### src/rtl/lcd_nibble_ctrl.sv
// HD44780 4-bit write sequencer: takes one byte (or single nibble) plus RS from
// the CPU register decode and produces timed E/RS/DB[7:4] with a busy flag.
module lcd_nibble_ctrl #(
  parameter int SETUP_CYC     = 2,
  parameter int E_CYC         = 13,
  parameter int HOLD_CYC      = 14,
  parameter int EXEC_CYC      = 1080,
  parameter int LONG_EXEC_CYC = 44280,
  parameter int CNT_W         = 16
) (
  input  logic       sys_clk,
  input  logic       rst_n,
  input  logic       wr,
  input  logic       wr_rs,
  input  logic       wr_nib,
  input  logic [7:0] wr_data,
  output logic       busy,
  output logic       drop,
  output logic       lcd_e,
  output logic       lcd_rw,
  output logic       lcd_rs,
  output logic [3:0] lcd_db
);

  // Phase counters are loaded with N-1; a phase ends on the edge where it reads 0.
  localparam logic [CNT_W-1:0] SETUP_LD = CNT_W'(SETUP_CYC - 1);
  localparam logic [CNT_W-1:0] E_LD     = CNT_W'(E_CYC - 1);
  localparam logic [CNT_W-1:0] HOLD_LD  = CNT_W'(HOLD_CYC - 1);
  localparam logic [CNT_W-1:0] EXEC_LD  = CNT_W'(EXEC_CYC - 1);
  localparam logic [CNT_W-1:0] LONG_LD  = CNT_W'(LONG_EXEC_CYC - 1);

  typedef enum logic [2:0] {
    IDLE  = 3'd0,
    SETUP = 3'd1,
    EHI   = 3'd2,
    HOLD  = 3'd3,
    EXEC  = 3'd4
  } state_t;

  state_t           state_q, state_d;
  logic [CNT_W-1:0] cnt_q, cnt_d;
  logic             busy_q, busy_d;
  logic             drop_q, drop_d;
  logic             e_q, e_d;
  logic             rs_q, rs_d;
  logic [3:0]       db_q, db_d;
  logic [3:0]       lo_q, lo_d;     // low nibble waiting for the second transfer
  logic             pend_q, pend_d; // second nibble still to be sent
  logic             long_q, long_d; // clear/home command needs the long exec wait
  logic             cnt_zero;

  assign cnt_zero = (cnt_q == '0);

  // Next-state logic: phase sequencing, bus updates and write acceptance/drop.
  always_comb begin
    state_d = state_q;
    cnt_d   = cnt_q;
    busy_d  = busy_q;
    drop_d  = 1'b0;
    e_d     = e_q;
    rs_d    = rs_q;
    db_d    = db_q;
    lo_d    = lo_q;
    pend_d  = pend_q;
    long_d  = long_q;

    // A write that lands while busy is discarded; only the pulse records it.
    if (wr && busy_q) begin
      drop_d = 1'b1;
    end

    case (state_q)
      IDLE: begin
        if (wr) begin
          state_d = SETUP;
          cnt_d   = SETUP_LD;
          busy_d  = 1'b1;
          rs_d    = wr_rs;
          db_d    = wr_nib ? wr_data[3:0] : wr_data[7:4];
          lo_d    = wr_data[3:0];
          pend_d  = !wr_nib;
          long_d  = !wr_rs && !wr_nib && (wr_data[7:2] == 6'd0);
        end
      end
      SETUP: begin
        if (cnt_zero) begin
          state_d = EHI;
          cnt_d   = E_LD;
          e_d     = 1'b1;
        end else begin
          cnt_d = cnt_q - CNT_W'(1);
        end
      end
      EHI: begin
        if (cnt_zero) begin
          state_d = HOLD;
          cnt_d   = HOLD_LD;
          e_d     = 1'b0;
        end else begin
          cnt_d = cnt_q - CNT_W'(1);
        end
      end
      HOLD: begin
        if (cnt_zero) begin
          if (pend_q) begin
            // RS stays put; only the data nibble changes for the second transfer.
            state_d = SETUP;
            cnt_d   = SETUP_LD;
            db_d    = lo_q;
            pend_d  = 1'b0;
          end else begin
            state_d = EXEC;
            cnt_d   = long_q ? LONG_LD : EXEC_LD;
          end
        end else begin
          cnt_d = cnt_q - CNT_W'(1);
        end
      end
      EXEC: begin
        if (cnt_zero) begin
          state_d = IDLE;
          busy_d  = 1'b0;
        end else begin
          cnt_d = cnt_q - CNT_W'(1);
        end
      end
      default: begin
        state_d = IDLE;
        busy_d  = 1'b0;
        e_d     = 1'b0;
      end
    endcase
  end

  // State and output registers; reset drops E and discards any pending byte.
  always_ff @(posedge sys_clk or negedge rst_n) begin
    if (!rst_n) begin
      state_q <= IDLE;
      cnt_q   <= '0;
      busy_q  <= 1'b0;
      drop_q  <= 1'b0;
      e_q     <= 1'b0;
      rs_q    <= 1'b0;
      db_q    <= 4'd0;
      lo_q    <= 4'd0;
      pend_q  <= 1'b0;
      long_q  <= 1'b0;
    end else begin
      state_q <= state_d;
      cnt_q   <= cnt_d;
      busy_q  <= busy_d;
      drop_q  <= drop_d;
      e_q     <= e_d;
      rs_q    <= rs_d;
      db_q    <= db_d;
      lo_q    <= lo_d;
      pend_q  <= pend_d;
      long_q  <= long_d;
    end
  end

  assign busy   = busy_q;
  assign drop   = drop_q;
  assign lcd_e  = e_q;
  assign lcd_rw = 1'b0;
  assign lcd_rs = rs_q;
  assign lcd_db = db_q;

endmodule

### config.mk
export PLATFORM = sky130hd
export DESIGN_NAME = lcd_nibble_ctrl
export DESIGN_NICKNAME = d
export VERILOG_FILES = /design/src/rtl/lcd_nibble_ctrl.sv
export SDC_FILE = /design/constraint.sdc
export NUM_CORES = 1
export LEC_CHECK = 0
export ABC_AREA = 1
export CORE_ASPECT_RATIO = 2
export CORE_MARGIN = 4
export CORE_UTILIZATION = 55
export CTS_BUF_LIST = sky130_fd_sc_hd__clkbuf_16
export DETAILED_ROUTE_END_ITERATION = 8
export HOLD_SLACK_MARGIN = 0.06
export PLACE_DENSITY = 0.86
export REMOVE_ABC_BUFFERS = 1
export SYNTH_ARGS = -nofsm -noshare
export SYNTH_HDL_FRONTEND = slang
export SYNTH_SLANG_ARGS = --single-unit
### constraint.sdc
create_clock -name sys_clk -period 1.7 [get_ports sys_clk]
set_input_delay 0.255 -clock sys_clk [delete_from_list [all_inputs] [get_ports sys_clk]]
set_output_delay 0.255 -clock sys_clk [all_outputs]
set_load 0.01 [all_outputs]
==> impl_results.md <==
* Arrival time reported for the critical path endpoint at 1870 ps
* Synthesized flop and latch total at 33
* Inserted Diodes at 0
* Sequential-to-total area share from yosys stat at 0.375
* Netlist area before placement at 2200 um^2
* DRC violation count after routing at 0
* TritonCTS clock tree: yes
* Maximum fanout along the worst path at 7
* Met3 global-route usage at 0.0476
* Peak clock frequency supported by timing at 584 MHz
* Count of buffers inserted at the top-level ports at 20
* Layout Nets at 391
* Total via count after detailed routing at 2401
* Count of distinct cell types in the synthesized netlist at 30
* Per-instance average area after synthesis at 6.67 um^2
* Smallest setup slack after layout at -13.3 ps
* Setup repair after global routing missed its margin: yes
* Final standard cell count with taps included and fillers excluded at 428
* Met1 Usage GRT at 0.250
* Die Footprint at 5140 um^2
* Area added between synthesis and finish at 30.1%
* Layer with the highest usage after global routing: met2
* Crit path launch type: register
* Total of max-cap violations at 0
* Longest Clk Path Bufs at 2
* First-pass GRT wire length at 10400 um
* Number of placed instances with taps included at 418
* Number of buffers added by the clock tree synthesis step at 5
* Starting DRT DRC Count at 109
* I/O pin cnt at 22
* Type of the most critical hold path: input port to async pin
* Final number of setup-violating endpoints at 1
* Final critical-path required period at 1710 ps
* Failing checks: setup timing
* Horizontal die dimension at 52.7 um
* Final Skew at 4.68 ps
* H-Tree Depth at 2
* Critical Path End Type: register
* Cell chosen for the clock root: sky130_fd_sc_hd__clkbuf_16
* Placeable core region at 3840 um^2
* FF-to-FF path depth at 10
* Design Power at 1.75 mW
* Latest clock arrival within the worst-skew pair at 280 ps
* Largest net degree at the start of global routing at 34
* DR vias/cell at 5.61
* DPL Wire Length at 4550 um
* Crit share post-route at 1.01
* Endpoints failing hold at 0
* Filler cell count in the final layout at 268
* Starting Density at 0.572
* Area share of the largest cell type after synthesis at 0.375
* Syn. warnings at 0
* Number of antenna violations at the first check in global routing at 0
* Run status: finished, violations left
* Most used cells in the layout excluding fill and tap cells: sky130_fd_sc_hd__nand2_1, sky130_fd_sc_hd__inv_1, sky130_fd_sc_hd__dfrtp_1
* Height of the chip at 97.4 um
* Data required time of the critical path at 1850 ps
* First-pass detailed-route iteration total at 5
* Cts-stage hold buffer count at 0
* Routed wirelength normalized by instance count at 15.8 um
* Total wirelength of the detailed-routed design at 6770 um
* Critical path class: register to register
* Vias in the first global route at 2393
* Reg-to-reg setup timing slack at -10 ps
* Remaining antenna violation count after routing at 0
* Clock slew at the register clock pins of the worst setup and hold paths at 50 ps
* Global Route met2 Usage at 0.501
* Share of cells above drive strength 1 at 0.210
* Cell taking the most area after synthesis: sky130_fd_sc_hd__dfrtp_1
* Pwr/cell area at 612 nW/um^2
* Commonest non-fill, non-tap cell in the layout: sky130_fd_sc_hd__nand2_1
* Standard-cell rows at 32
* Reported leakage power at 1.45 nW
* Gate count after technology mapping at 330
* Global placer's final weighted congestion at 1.03
* Top area cells in the synthesized netlist: sky130_fd_sc_hd__dfrtp_1, sky130_fd_sc_hd__nand2_1, sky130_fd_sc_hd__inv_1
* Largest voltage drop on the vdd net at 0.621 mV
* Global route overflow at 0
* Number of slew-limit violations in the final report at 0
* All-Layer GR Usage at 0.274
* Number of sinks driven by the clock tree at 33
==> worst max-delay path, cell delays in order (launching register included) <==
cell and delay (ps):
sky130_fd_sc_hd__dfrtp_1 430, sky130_fd_sc_hd__nor2_2 180, sky130_fd_sc_hd__nand2_1 130, sky130_fd_sc_hd__nor2_2 160
sky130_fd_sc_hd__nand2_4 100, sky130_fd_sc_hd__nand2_1 110, sky130_fd_sc_hd__nand2_2 160, sky130_fd_sc_hd__nand2_1 100
sky130_fd_sc_hd__nand2_1 60, sky130_fd_sc_hd__nand2_1 70, sky130_fd_sc_hd__nand2_1 80
==> cell type report <==
| cell class | count | area, um^2 | area share |
|---|---|---|---|
| inverters | 46 | 175 | 0.0612 |
| repair buffers | 45 | 388 | 0.135 |
| well taps | 51 | 63.8 | 0.0223 |
| multi-input cells | 245 | 1270 | 0.444 |
| clock buffers | 5 | 125 | 0.0437 |
| clock inverters | 3 | 12.5 | 0.00437 |
| flip-flops and latches | 33 | 826 | 0.288 |
==> metal layers <==
metal	vias to the layer above	wire length, um
li1	1105	-
met1	1113	2110
met2	125	3660
met3	58	384
met4	0	614
met5	-	0
==> power by group <==
part / switching, mW / leakage (nW) / total (mW) / internal, mW
clock network: 0.335 / 0.0687 / 0.864 / 0.529
registers: 0.00595 / 0.370 / 0.802 / 0.796
logic: 0.0440 / 1.02 / 0.0863 / 0.0422
total: 0.385 / 1.45 / 1.75 / 1.37
==> per-stage QoR <==
stage	TNS [ps]	worst slack (ps)	cell area [um^2]	util	hold slack (ps)
floorplan	0	118	2160	-	-40.6
global placement	-212	-41.8	2590	0.674	453
detailed placement	-507	-84.2	2590	0.674	476
CTS	0	14.2	2740	0.713	398
global route	-1250	-154	2860	0.745	421
finish	-13.3	-13.3	2860	0.745	384
==> timing repair <==
| item | CTS | global route |
|---|---|---|
| gates resized for setup | 4 | 32 |
| setup endpoints to repair | 17 | 21 |
| pin swaps | 0 | 7 |
| buffers inserted | 0 | 2 |
==> kinds of logic (layout without fill, tap and decap cells) <==
family,Yosys count,after routing,share of synthesized area
AO/OA/AOI/OAI,31,31,0.0831
XOR/XNOR,6,6,0.0239
adder cells (fa/ha/maj),2,2,0.0114
buffers and inverters,52,99,0.0984
flip-flops,33,33,0.375
multiplexers,4,4,0.0182
other,1,1,0.00170
AND/OR/NAND/NOR,201,201,0.388
==> Yosys cell counts (all sizes together) <==
| cell | n |
|---|---|
| dfrtp | 33 |
| xnor2 | 3 |
| nand3b | 1 |
| a21oi | 5 |
| nor3 | 1 |
| inv | 46 |
| o31ai | 1 |
| conb | 1 |
| nand2 | 140 |
| o21ai | 24 |
| nor4 | 1 |
| o211ai | 1 |
| buf | 6 |
| mux2i | 4 |
| xor2 | 3 |
| nor2 | 37 |
| nand4 | 1 |
| ha | 2 |
| nand3 | 20 |
==> sequential cells by signal, indices dropped and copies added, names as in the netlist <==
signal,count
drop,1
lcd_e,1
lcd_rs,1
cnt_q,16
busy,1
long_q,1
lcd_db,4
lo_q,4
state_q,3
pend_q,1
==> worst paths after layout <==
check,start,end
max,cnt_q[4]$_DFFE_PN0P_,cnt_q[1]$_DFFE_PN0P_
min,rst_n,cnt_q[14]$_DFFE_PN0P_
max reg2reg,cnt_q[4]$_DFFE_PN0P_,cnt_q[1]$_DFFE_PN0P_
min reg2reg,lcd_e$_DFFE_PN0P_,lcd_e$_DFFE_PN0P_
max in group asynchronous,rst_n,lcd_db[1]$_DFFE_PN0P_
min in group sys_clk,lcd_e$_DFFE_PN0P_,lcd_e$_DFFE_PN0P_
No activity file was read; power rests on OpenSTA's default activity.
